===== config.mk =====
export PLATFORM = sky130hd
export DESIGN_NAME = ascon_msg_pad
export DESIGN_NICKNAME = d
export VERILOG_FILES = /design/src/rtl/ascon_msg_pad.sv
export SDC_FILE = /design/constraint.sdc
export NUM_CORES = 1
export LEC_CHECK = 0
export CAP_MARGIN = 20
export CORE_UTILIZATION = 50
export DETAILED_ROUTE_END_ITERATION = 10
export GPL_ROUTABILITY_DRIVEN = 0
export HOLD_SLACK_MARGIN = 0.1
export PLACE_DENSITY = 0.84
export SYNTH_ARGS = -nofsm -noshare
export SYNTH_HDL_FRONTEND = slang
export SYNTH_SLANG_ARGS = --single-unit

===== constraint.sdc =====
create_clock -name clk -period 4 [get_ports clk]
set_input_delay 0.8 -clock clk [delete_from_list [all_inputs] [get_ports clk]]
set_output_delay 0.8 -clock clk [all_outputs]
set_load 0.02 [all_outputs]

===== src/rtl/ascon_msg_pad.sv =====
// Packs an Ascon message byte stream into 64-bit rate blocks, applies 0x80/zero
// padding and flags the final block for the hash controller.
module ascon_msg_pad #(
    parameter int RATE_BYTES = 8,
    parameter int CNT_W      = 32
) (
    input  logic             clk,
    input  logic             rst,
    input  logic             in_valid,
    output logic             in_ready,
    input  logic [7:0]       in_data,
    input  logic             in_last,
    input  logic             in_empty,
    output logic             blk_valid,
    input  logic             blk_ready,
    output logic [63:0]      blk_data,
    output logic             blk_last,
    output logic [CNT_W-1:0] msg_bytes
);

    typedef enum logic [1:0] {FILL, EMIT, PAD} state_t;

    localparam logic [3:0]  LAST_IDX  = 4'(RATE_BYTES - 1);
    localparam logic [63:0] PAD_BLOCK = 64'h8000_0000_0000_0000;

    state_t           r_state;
    logic [3:0]       r_idx;
    logic [63:0]      r_buf;
    logic             r_last;
    logic             r_padPend;
    logic             r_blkValid;
    logic [CNT_W-1:0] r_cnt;

    logic             w_accept;
    logic             w_handshake;
    logic [3:0]       w_idxAfter;
    logic [CNT_W-1:0] w_cntInc;
    logic [63:0]      w_nextBuf;

    assign in_ready    = (r_state == FILL) && !rst;
    assign w_accept    = in_valid && in_ready;
    assign w_handshake = r_blkValid && blk_ready;
    assign w_idxAfter  = r_idx + 4'd1;
    assign w_cntInc    = (r_cnt == '1) ? r_cnt : r_cnt + 1'b1;

    // Buffer after the current beat: earlier bytes kept, this byte (or the pad
    // marker for an empty terminator) written, pad marker after a last data byte.
    always_comb begin
        w_nextBuf = '0;
        for (int k = 0; k < 8; k++) begin
            if (4'(k) < r_idx) begin
                w_nextBuf[63-8*k -: 8] = r_buf[63-8*k -: 8];
            end else if (4'(k) == r_idx) begin
                w_nextBuf[63-8*k -: 8] = in_empty ? 8'h80 : in_data;
            end else if ((4'(k) == w_idxAfter) && in_last && !in_empty) begin
                w_nextBuf[63-8*k -: 8] = 8'h80;
            end
        end
    end

    always_ff @(posedge clk or posedge rst) begin
        if (rst) begin
            r_state    <= FILL;
            r_idx      <= '0;
            r_buf      <= '0;
            r_last     <= 1'b0;
            r_padPend  <= 1'b0;
            r_blkValid <= 1'b0;
            r_cnt      <= '0;
        end else begin
            case (r_state)
                FILL: begin
                    if (w_accept) begin
                        if (in_empty) begin
                            // An empty beat without in_last carries nothing and is dropped.
                            if (in_last) begin
                                r_buf      <= w_nextBuf;
                                r_last     <= 1'b1;
                                r_padPend  <= 1'b0;
                                r_blkValid <= 1'b1;
                                r_state    <= EMIT;
                            end
                        end else begin
                            r_buf <= w_nextBuf;
                            r_cnt <= w_cntInc;
                            if (r_idx == LAST_IDX) begin
                                r_idx      <= w_idxAfter;
                                r_last     <= 1'b0;
                                r_padPend  <= in_last;
                                r_blkValid <= 1'b1;
                                r_state    <= EMIT;
                            end else if (in_last) begin
                                r_last     <= 1'b1;
                                r_padPend  <= 1'b0;
                                r_blkValid <= 1'b1;
                                r_state    <= EMIT;
                            end else begin
                                r_idx <= w_idxAfter;
                            end
                        end
                    end
                end
                EMIT: begin
                    if (w_handshake) begin
                        if (r_padPend) begin
                            r_buf     <= PAD_BLOCK;
                            r_last    <= 1'b1;
                            r_padPend <= 1'b0;
                            r_state   <= PAD;
                        end else begin
                            r_idx      <= '0;
                            r_buf      <= '0;
                            r_last     <= 1'b0;
                            r_blkValid <= 1'b0;
                            r_state    <= FILL;
                            if (r_last) begin
                                r_cnt <= '0;
                            end
                        end
                    end
                end
                PAD: begin
                    if (w_handshake) begin
                        r_idx      <= '0;
                        r_buf      <= '0;
                        r_last     <= 1'b0;
                        r_blkValid <= 1'b0;
                        r_cnt      <= '0;
                        r_state    <= FILL;
                    end
                end
                default: r_state <= FILL;
            endcase
        end
    end

    assign blk_valid = r_blkValid;
    assign blk_data  = r_buf;
    assign blk_last  = r_last;
    assign msg_bytes = r_cnt;

endmodule


# == After elaboration in Yosys (flattened, before gate mapping) ==
# Index checks and enable logic that the tools add are counted.
# op_classes
add_sub_neg,2
magnitude_cmp,8
n_eq_ne,27
n_mux,76
reduce_logical,33
# ops
op,n
$mux W64,6
$mux W32,7
$mux W8,25
$pmux W64 S3,1
$pmux W32 S3,1
$add A32 B1 Y32 const B,1
$eq A3 B4 Y1 const A,8
$eq A32 B32 Y1 const B,1
$mux W4,7
$logic_and A1 B1 Y1,19
$mux W1,17
$eq A2 B4 Y1 const A,4
$lt A3 B4 Y1 const A,4
$mux W2,7
$ne A2 B2 Y1 const B,7
$pmux W4 S3,1
$reduce_and A5 Y1,2
$eq A1 B4 Y1 const A,2
$logic_not A4 Y1,2
$lt A1 B4 Y1 const A,2
$lt A2 B4 Y1 const A,2
$reduce_and A8 Y1,1
$reduce_and A7 Y1,1
$pmux W1 S3,2
other kinds (14),16
# word_totals
reg_bits,105
inputBits,14
wordCells,153

# == Longest topological paths before layout ==
# Gate-level depths: netlist (run 1).
# logic_depth
ltp_word,11
depth_mapped,10
mapped_depth_nobuf,7

# == Least setup slack after synthesis (run 1) ==
# OpenSTA, ideal clock, no wires.
# synth_timing
path_kind,input-to-reg
from,input port in_empty
to,register r_buf[16] (netlist: blk_data[16])
setup_ns,0.095
arrival_ns,2.334
setup_slack_ns,1.571
stages,6
path_buffers,2
path_cell_list,clkbuf_1 and3b_1 a2111oi_4 o311ai_1 buf_2 o31ai_1
# synth_via
elab_chain_len,7
# synth_lines
item,line,source
from (decl),13,"input logic in_empty,"
$mux W8,54,w_nextBuf[63-8*k -: 8] = in_empty ? 8'h80 : in_data;
$mux W8,53,end else if (4'(k) == r_idx) begin
$mux W8,51,if (4'(k) < r_idx) begin
$mux W64,76,if (in_last) begin
$mux W64,74,if (in_empty) begin
$mux W64,73,if (w_accept) begin
$pmux W64 S3,71,case (r_state)
to (signal assigned),77,r_buf <= w_nextBuf;
to (signal assigned),84,r_buf <= w_nextBuf;
to (decl),28,logic [63:0] r_buf;
# Several ways; a longest one is shown, not always the timed one. The select of a mux whose other input is x is not followed.
# A chain may end at the register's enable or synchronous reset.

# == Worst setup path in the final report (run 1) ==
# layout_timing
from,input port in_last
to,register r_buf[15] (netlist: blk_data[15])
# layout_via
elab_chain_len,9
# layout_lines
item,line,source
from (decl),12,"input logic in_last,"
$logic_and A1 B1 Y1 (2 in a row),55,end else if ((4'(k) == w_idxAfter) && in_last && !in_empty) begin
$mux W8,55,
$mux W8,53,
$mux W8,51,
$mux W64,76,
$mux W64,74,
$mux W64,73,
$pmux W64 S3,71,
# Several ways; a longest one is shown, not always the timed one. The select of a mux whose other input is x is not followed.

==> results of run 1 <==
-- layout make-up --
type	count	area [µm²]
sequential	105	2630
fill	880	3600
clock inverter	6	51.3
tap	136	170
multi-input combinational	407	2640
timing repair buffer	121	1200
clock buffer	9	124
inverter	11	43.8
-- sequential cells by signal (all words and copies together) (netlist names) --
signal	flops
blk_data	64
msg_bytes	32
r_idx	4
r_state	2
blk_last	1
blk_valid	1
r_padPend	1
-- metrics by stage --
stage	hold WS (ns)	setup WS (ns)	total power (µW)	std cells	area [µm²]
after floorplan	0.520	0.439	1120	560	5460
after global placement	0.461	0.740	1150	780	6690
after detailed placement	0.465	0.594	1150	780	6690
after CTS	0.489	0.943	1750	795	6860
after global routing	0.507	0.724	1800	795	6860
final	0.487	0.926	1740	795	6860
-- worst reg2reg max path, stage by stage (launching register included) --
cell and delay (ns):
dfrtp_1 0.48, ha_1 0.24, nand4_1 0.34, nor4_1 0.53, nand3_1 0.23, o21ai_2 0.66
o21ai_0 0.23
-- final timing paths --
path	start	to	slack [ns]	cells after the start
worst min-delay path	blk_data[20]	blk_data[20]	0.49	2
min in group asynchronous	rst	blk_data[62]	0.89	2
worst min register to register	blk_data[20]	blk_data[20]	0.49	2
worst max register to register	msg_bytes[0]	msg_bytes[1]	1.15	6
max in group asynchronous	rst	msg_bytes[15]	2.39	3
worst max-delay path	in_last	blk_data[15]	0.93	5
-- power groups by stage --
stage | clock [µW] | combinational, µW | sequential [µW]
2_1_floorplan | 0 | 25.6 | 1090
3_3_place_gp | 0 | 63.9 | 1090
5_1_grt | 661 | 70.8 | 1070
4_1_cts | 615 | 66.2 | 1070
3_5_place_dp | 0 | 65.8 | 1090
6_report | 608 | 65.0 | 1070
-- cells by family after synthesis --
group	Yosys count	share of synthesized area, %
compound gates	170	24.3
fa+ha+maj	12	2.75
buf+inv	48	3.53
flops	105	48.1
mux	4	0.824
simple gates	221	20.5
-- metal layers --
layer | global-route usage [%] | wire length [µm]
met5 | 0 | 0
met4 | 9.59 | 260
met3 | 3.68 | 1070
met2 | 45.0 | 7440
met1 | 35.9 | 6180
-- cell usage in the layout, fill, tap and decap left out, types with 2 or more instances in the layout --
cell | netlist | final
clkdlybuf4s50_1 | 0 | 112
dfrtp_1 | 105 | 105
nand2_1 | 89 | 89
o31ai_1 | 66 | 66
nand3_1 | 25 | 25
nor4_1 | 19 | 19
nor2_1 | 19 | 19
a32o_1 | 14 | 14
o21ai_0 | 12 | 12
ha_1 | 12 | 12
nand4_1 | 10 | 10
inv_1 | 11 | 10
a21oi_1 | 9 | 9
clkbuf_8 | 0 | 9
and3_1 | 8 | 8
and3b_1 | 8 | 8
a31oi_1 | 8 | 8
a41oi_1 | 8 | 8
buf_4 | 1 | 8
and2_1 | 7 | 7
a211o_1 | 7 | 7
nand2b_1 | 6 | 6
nor3_1 | 5 | 5
o41ai_1 | 5 | 5
a21o_1 | 5 | 5
o22ai_1 | 5 | 5
o2bb2ai_1 | 5 | 5
or2_2 | 4 | 4
nand3b_1 | 4 | 4
a22o_1 | 4 | 4
o211ai_1 | 4 | 4
mux2_2 | 4 | 4
or3_1 | 3 | 3
a311oi_1 | 3 | 3
nor2b_1 | 3 | 3
nor3b_1 | 3 | 3
clkinvlp_4 | 0 | 3
and4_1 | 2 | 2
a221o_1 | 2 | 2
==> run metrics, run 1 <==
status=complete, no violations; Comb pwr share=3.7%; Max Slew Vio Count=0; Core ar.=approximately 10,000 µm²; cells after synthesis=560; largest net degree at the start of global routing=55; CTS tree=yes; post-route ant nets=0; Die ar.=approximately 11,000 µm²; area leader, netlist=dfrtp_1; post_cts resized=0; element type at the critical path end=flip-flop; crit path DAT=3.33 ns; initial antenna violation count=0; Post-synth top cells=105 x dfrtp_1, 89 x nand2_1, 66 x o31ai_1, 26 x clkbuf_1, 25 x nand3_1; sw frac=24.2%; Critical Path Source Type=input port; number of port buffers=112; critical path, cell by cell=clkdlybuf4s50_1 -> and3b_1 -> a2111oi_4 -> o211ai_1 -> a22o_1; top-count cell post-synth=dfrtp_1; clk slew on worst S/H paths=0.09 ns; Clock Skews=0.0174 ns; Worst Path Buf+Inv=1; Congestion Overflow GR=0; Mapped Nets=586; share of cells above drive strength 1=under 10%; Avg Synthesized Cell Area=approximately 9.8 µm²; Hold Buf Count CTS=0; TNS Setup=0 ns; P_int=1320 µW; drt pass-1 iters=5; I/O Pins=about 110; DIE HEIGHT=between 100 and 150 µm; total of max-cap violations=0; Tmin final=3.07 ns; Post-synth top flop=dfrtp_1; Syn-to-layout area delta=25.6%; Core Util, Final=65.6%; crit-path leading delay family=compound AO/OA/AOI/OAI gates; unrepaired setup endpoints after global routing=false; Crit Path Max Fanout=16; Fmax achieved=325 MHz; CTS Buf Count=9; share of async-settable or async-resettable flops after synthesis=100%; GRT Resource Usage Total=between 20% and 30%; Slew Limit Headroom=around 28%; CTS root buffer=clkbuf_8; setup violators final=0; Synth warnings=0; clock power share=approximately a third; Yosys top cell area share=48.1%; vias in the first global route=4,866; number of DRC markers in iteration 0=378; via count=5,131; first-pass GRT wire length=24,300 µm; nets@finish=about 700; Worst-Margin Slew=~1.1 ns; CTS Buffer Depth=2; final WL=~15,000 µm; Fin. Hold Viols=0; top cells by area, synth=dfrtp_1 48%, o31ai_1 9.1%, nand2_1 6.1%, ha_1 2.7%, a32o_1 2.6%; Synth Cell Area=5460 µm²; slowest stage cell, crit path=clkdlybuf4s50_1; DRC violations left=0; Hold Path Class=reg -> reg; leakage=around 0.0027 µW; PwrDens=254 nW/µm²; WS Path Type=in -> reg; DR vias/cell=6.45; EDFF count, synth=0; crit share post-route=between 70% and 80%; critical path data required time=about 4.3 ns; clk sink count=105; Ant. Diodes=0; P_sw=421 µW; detailed placement HPWL=10,700 µm; FF+latch count, synth=105; routed len/inst=18.8 µm; CP peak stage delay=0.74 ns; Core Rows=37; count of different cell masters after synthesis=58; H-Tree Depth=3; Seq/Total Area, Yosys=48.1%; Die W=107 µm; initial core utilization=52.2%; peak supply drop=148 µV; worst skew pair latency=0.37 ns; Sequential Power Share=61.3%; post-CTS setup buffers=0
Power figures use the tool's default switching activity.
==> run 2: changes to the inputs <==
- CORE_UTILIZATION: 50 -> 47
- PLACE_DENSITY: 0.84 -> 0.83
- clock period: 4 -> 2.71 ns (I/O delays scaled with it)
==> run metrics, run 2 (synthesis results as in run 1) <==
setup violators final=0; initial core utilization=48.0%; drt pass-1 iters=5; WS Path Type=reg -> reg; clock power share=41.8%; Slew Limit Headroom=59.0%; CTS Buffer Depth=2; Die ar.=12,100 µm²; Congestion Overflow GR=0; Fin. Hold Viols=0; P_int=2230 µW; share of cells above drive strength 1=a little under a tenth; fill count=915; P_sw=645 µW; Ant. Diodes=0; H-Tree Depth=3; crit share post-route=between 90 and 100%; first-pass GRT wire length=24,300 µm; post-route ant nets=0; detailed placement HPWL=10,500 µm; Hold Buf Count CTS=0; most frequent cells in the layout=112 x clkdlybuf4s50_1, 105 x dfrtp_1, 85 x nand2_1; max reg flops=64; status=complete, no violations; final hold slack=around 0.48 ns; crit path DAT=~2.8 ns; Syn-to-layout area delta=30.5%; number of port buffers=between 100 and 150; final WL=15,100 µm; Crit Path Max Fanout=14; Fmax achieved=around 400 MHz; Hold Path Class=reg -> reg; PwrDens=403 nW/µm²; sw frac=22.4%; routed len/inst=approximately 18 µm; initial antenna violation count=0; multi-input logic area=2670 µm²; Sequential Area=approximately 2600 µm²; Clock Skews=0.00761 ns; Max Slew Vio Count=0; CTS tree=yes; most common cell after layout, fill and taps aside=clkdlybuf4s50_1; TNS Setup=0 ns; I/O Pins=113; critical path data required time=2.97 ns; number of DRC markers in iteration 0=306; largest net degree at the start of global routing=106; Die W=110 µm; clk slew on worst S/H paths=0.07 ns; Sequential Power Share=54.7%; element type at the critical path end=flip-flop; clk sink count=105; nets@finish=699; Comb pwr share=under 10%; unrepaired setup endpoints after global routing=false; total of max-cap violations=0; CTS Buf Count=9; GRT Resource Usage Total=26.1%; Core Rows=39; DRC violations left=0; Core ar.=11,400 µm²; DR vias/cell=6.27; worst skew pair latency=roughly 0.35 ns; leakage=between 0.002 and 0.003 µW; via count=5,145; CTS root buffer=clkbuf_16; vias in the first global route=4,921; Worst-Margin Slew=0.609 ns; DIE HEIGHT=110 µm; Critical Path Source Type=flip-flop; peak supply drop=312 µV; Tmin final=2.49 ns
==> run 2: changes by cell type in the layout (fill, tap and decap cells not counted), sizes merged <==
cell / previous run / this run
clkinvlp: 3 / 4
clkbuf: 9 / 11
buf: 9 / 27
inv: 13 / 10
==> run 2: repair_timing <==
action	in CTS	in global routing
buffers inserted	0	1
endpoints found under the setup margin	0	64
hold endpoints to repair	0	0
resized for setup	0	7
==> run 2: power groups by stage <==
stage          logic (µW)  registers, µW  clock network, µW
2_1_floorplan        38.2           1610                  0
3_3_place_gp         99.5           1600                  0
3_5_place_dp          101           1600                  0
4_1_cts               102           1570               1210
5_1_grt               110           1570               1270
6_report             99.9           1570               1200
==> run 2: final timing paths <==
path | cells after the start | to | from | slack [ns]
max | 7 | msg_bytes[14] | msg_bytes[1] | 0.22
min | 2 | blk_data[17] | blk_data[17] | 0.48
max reg2reg | 7 | msg_bytes[14] | msg_bytes[1] | 0.22
min reg2reg | 2 | blk_data[17] | blk_data[17] | 0.48
max in group asynchronous | 4 | blk_data[35] | rst | 1.50
min in group asynchronous | 4 | r_padPend | rst | 0.82
==> run 2: cell type report <==
class | instances | area share, %
clock buffer | 11 | 3.26
clock inverter | 4 | 0.439
inverter | 11 | 0.632
multi-input combinational | 407 | 37.4
sequential | 105 | 36.8
tap | 143 | 2.51
timing repair buffer | 139 | 18.9
==> run 2: critical path, stage by stage (launching register included) <==
cell       delay [ns]
dfrtp_1          0.47
ha_1             0.27
nand4_1          0.16
nor4_1           0.46
nand3_1          0.26
o21ai_4          0.44
buf_4            0.21
o2bb2ai_1        0.14
==> run 2: per-stage QoR <==
step / setup WS [ns] / utilization [%] / instance area [µm²] / power [µW] / cells
final: 0.217 / 62.7 / 7130 / 2880 / 820
after global routing: 0.0158 / 62.7 / 7130 / 2960 / 820
after CTS: 0.00564 / 62.4 / 7100 / 2890 / 819
after detailed placement: -0.147 / 60.1 / 6840 / 1710 / 804
after global placement: -0.0532 / 60.1 / 6840 / 1700 / 804
after floorplan: 0.430 / - / 5470 / 1650 / 560
==> run 2: metal layers <==
layer | wire length [µm] | global-route usage, % | part of all wire, % | vias up
li1 | - | - | - | 2377
met1 | 6290 | 33.3 | 42 | 2511
met2 | 7550 | 43.9 | 50 | 224
met3 | 905 | 3.56 | 6.0 | 33
met4 | 371 | 12.3 | 2.5 | 0
met5 | 0 | 0 | 0 | -
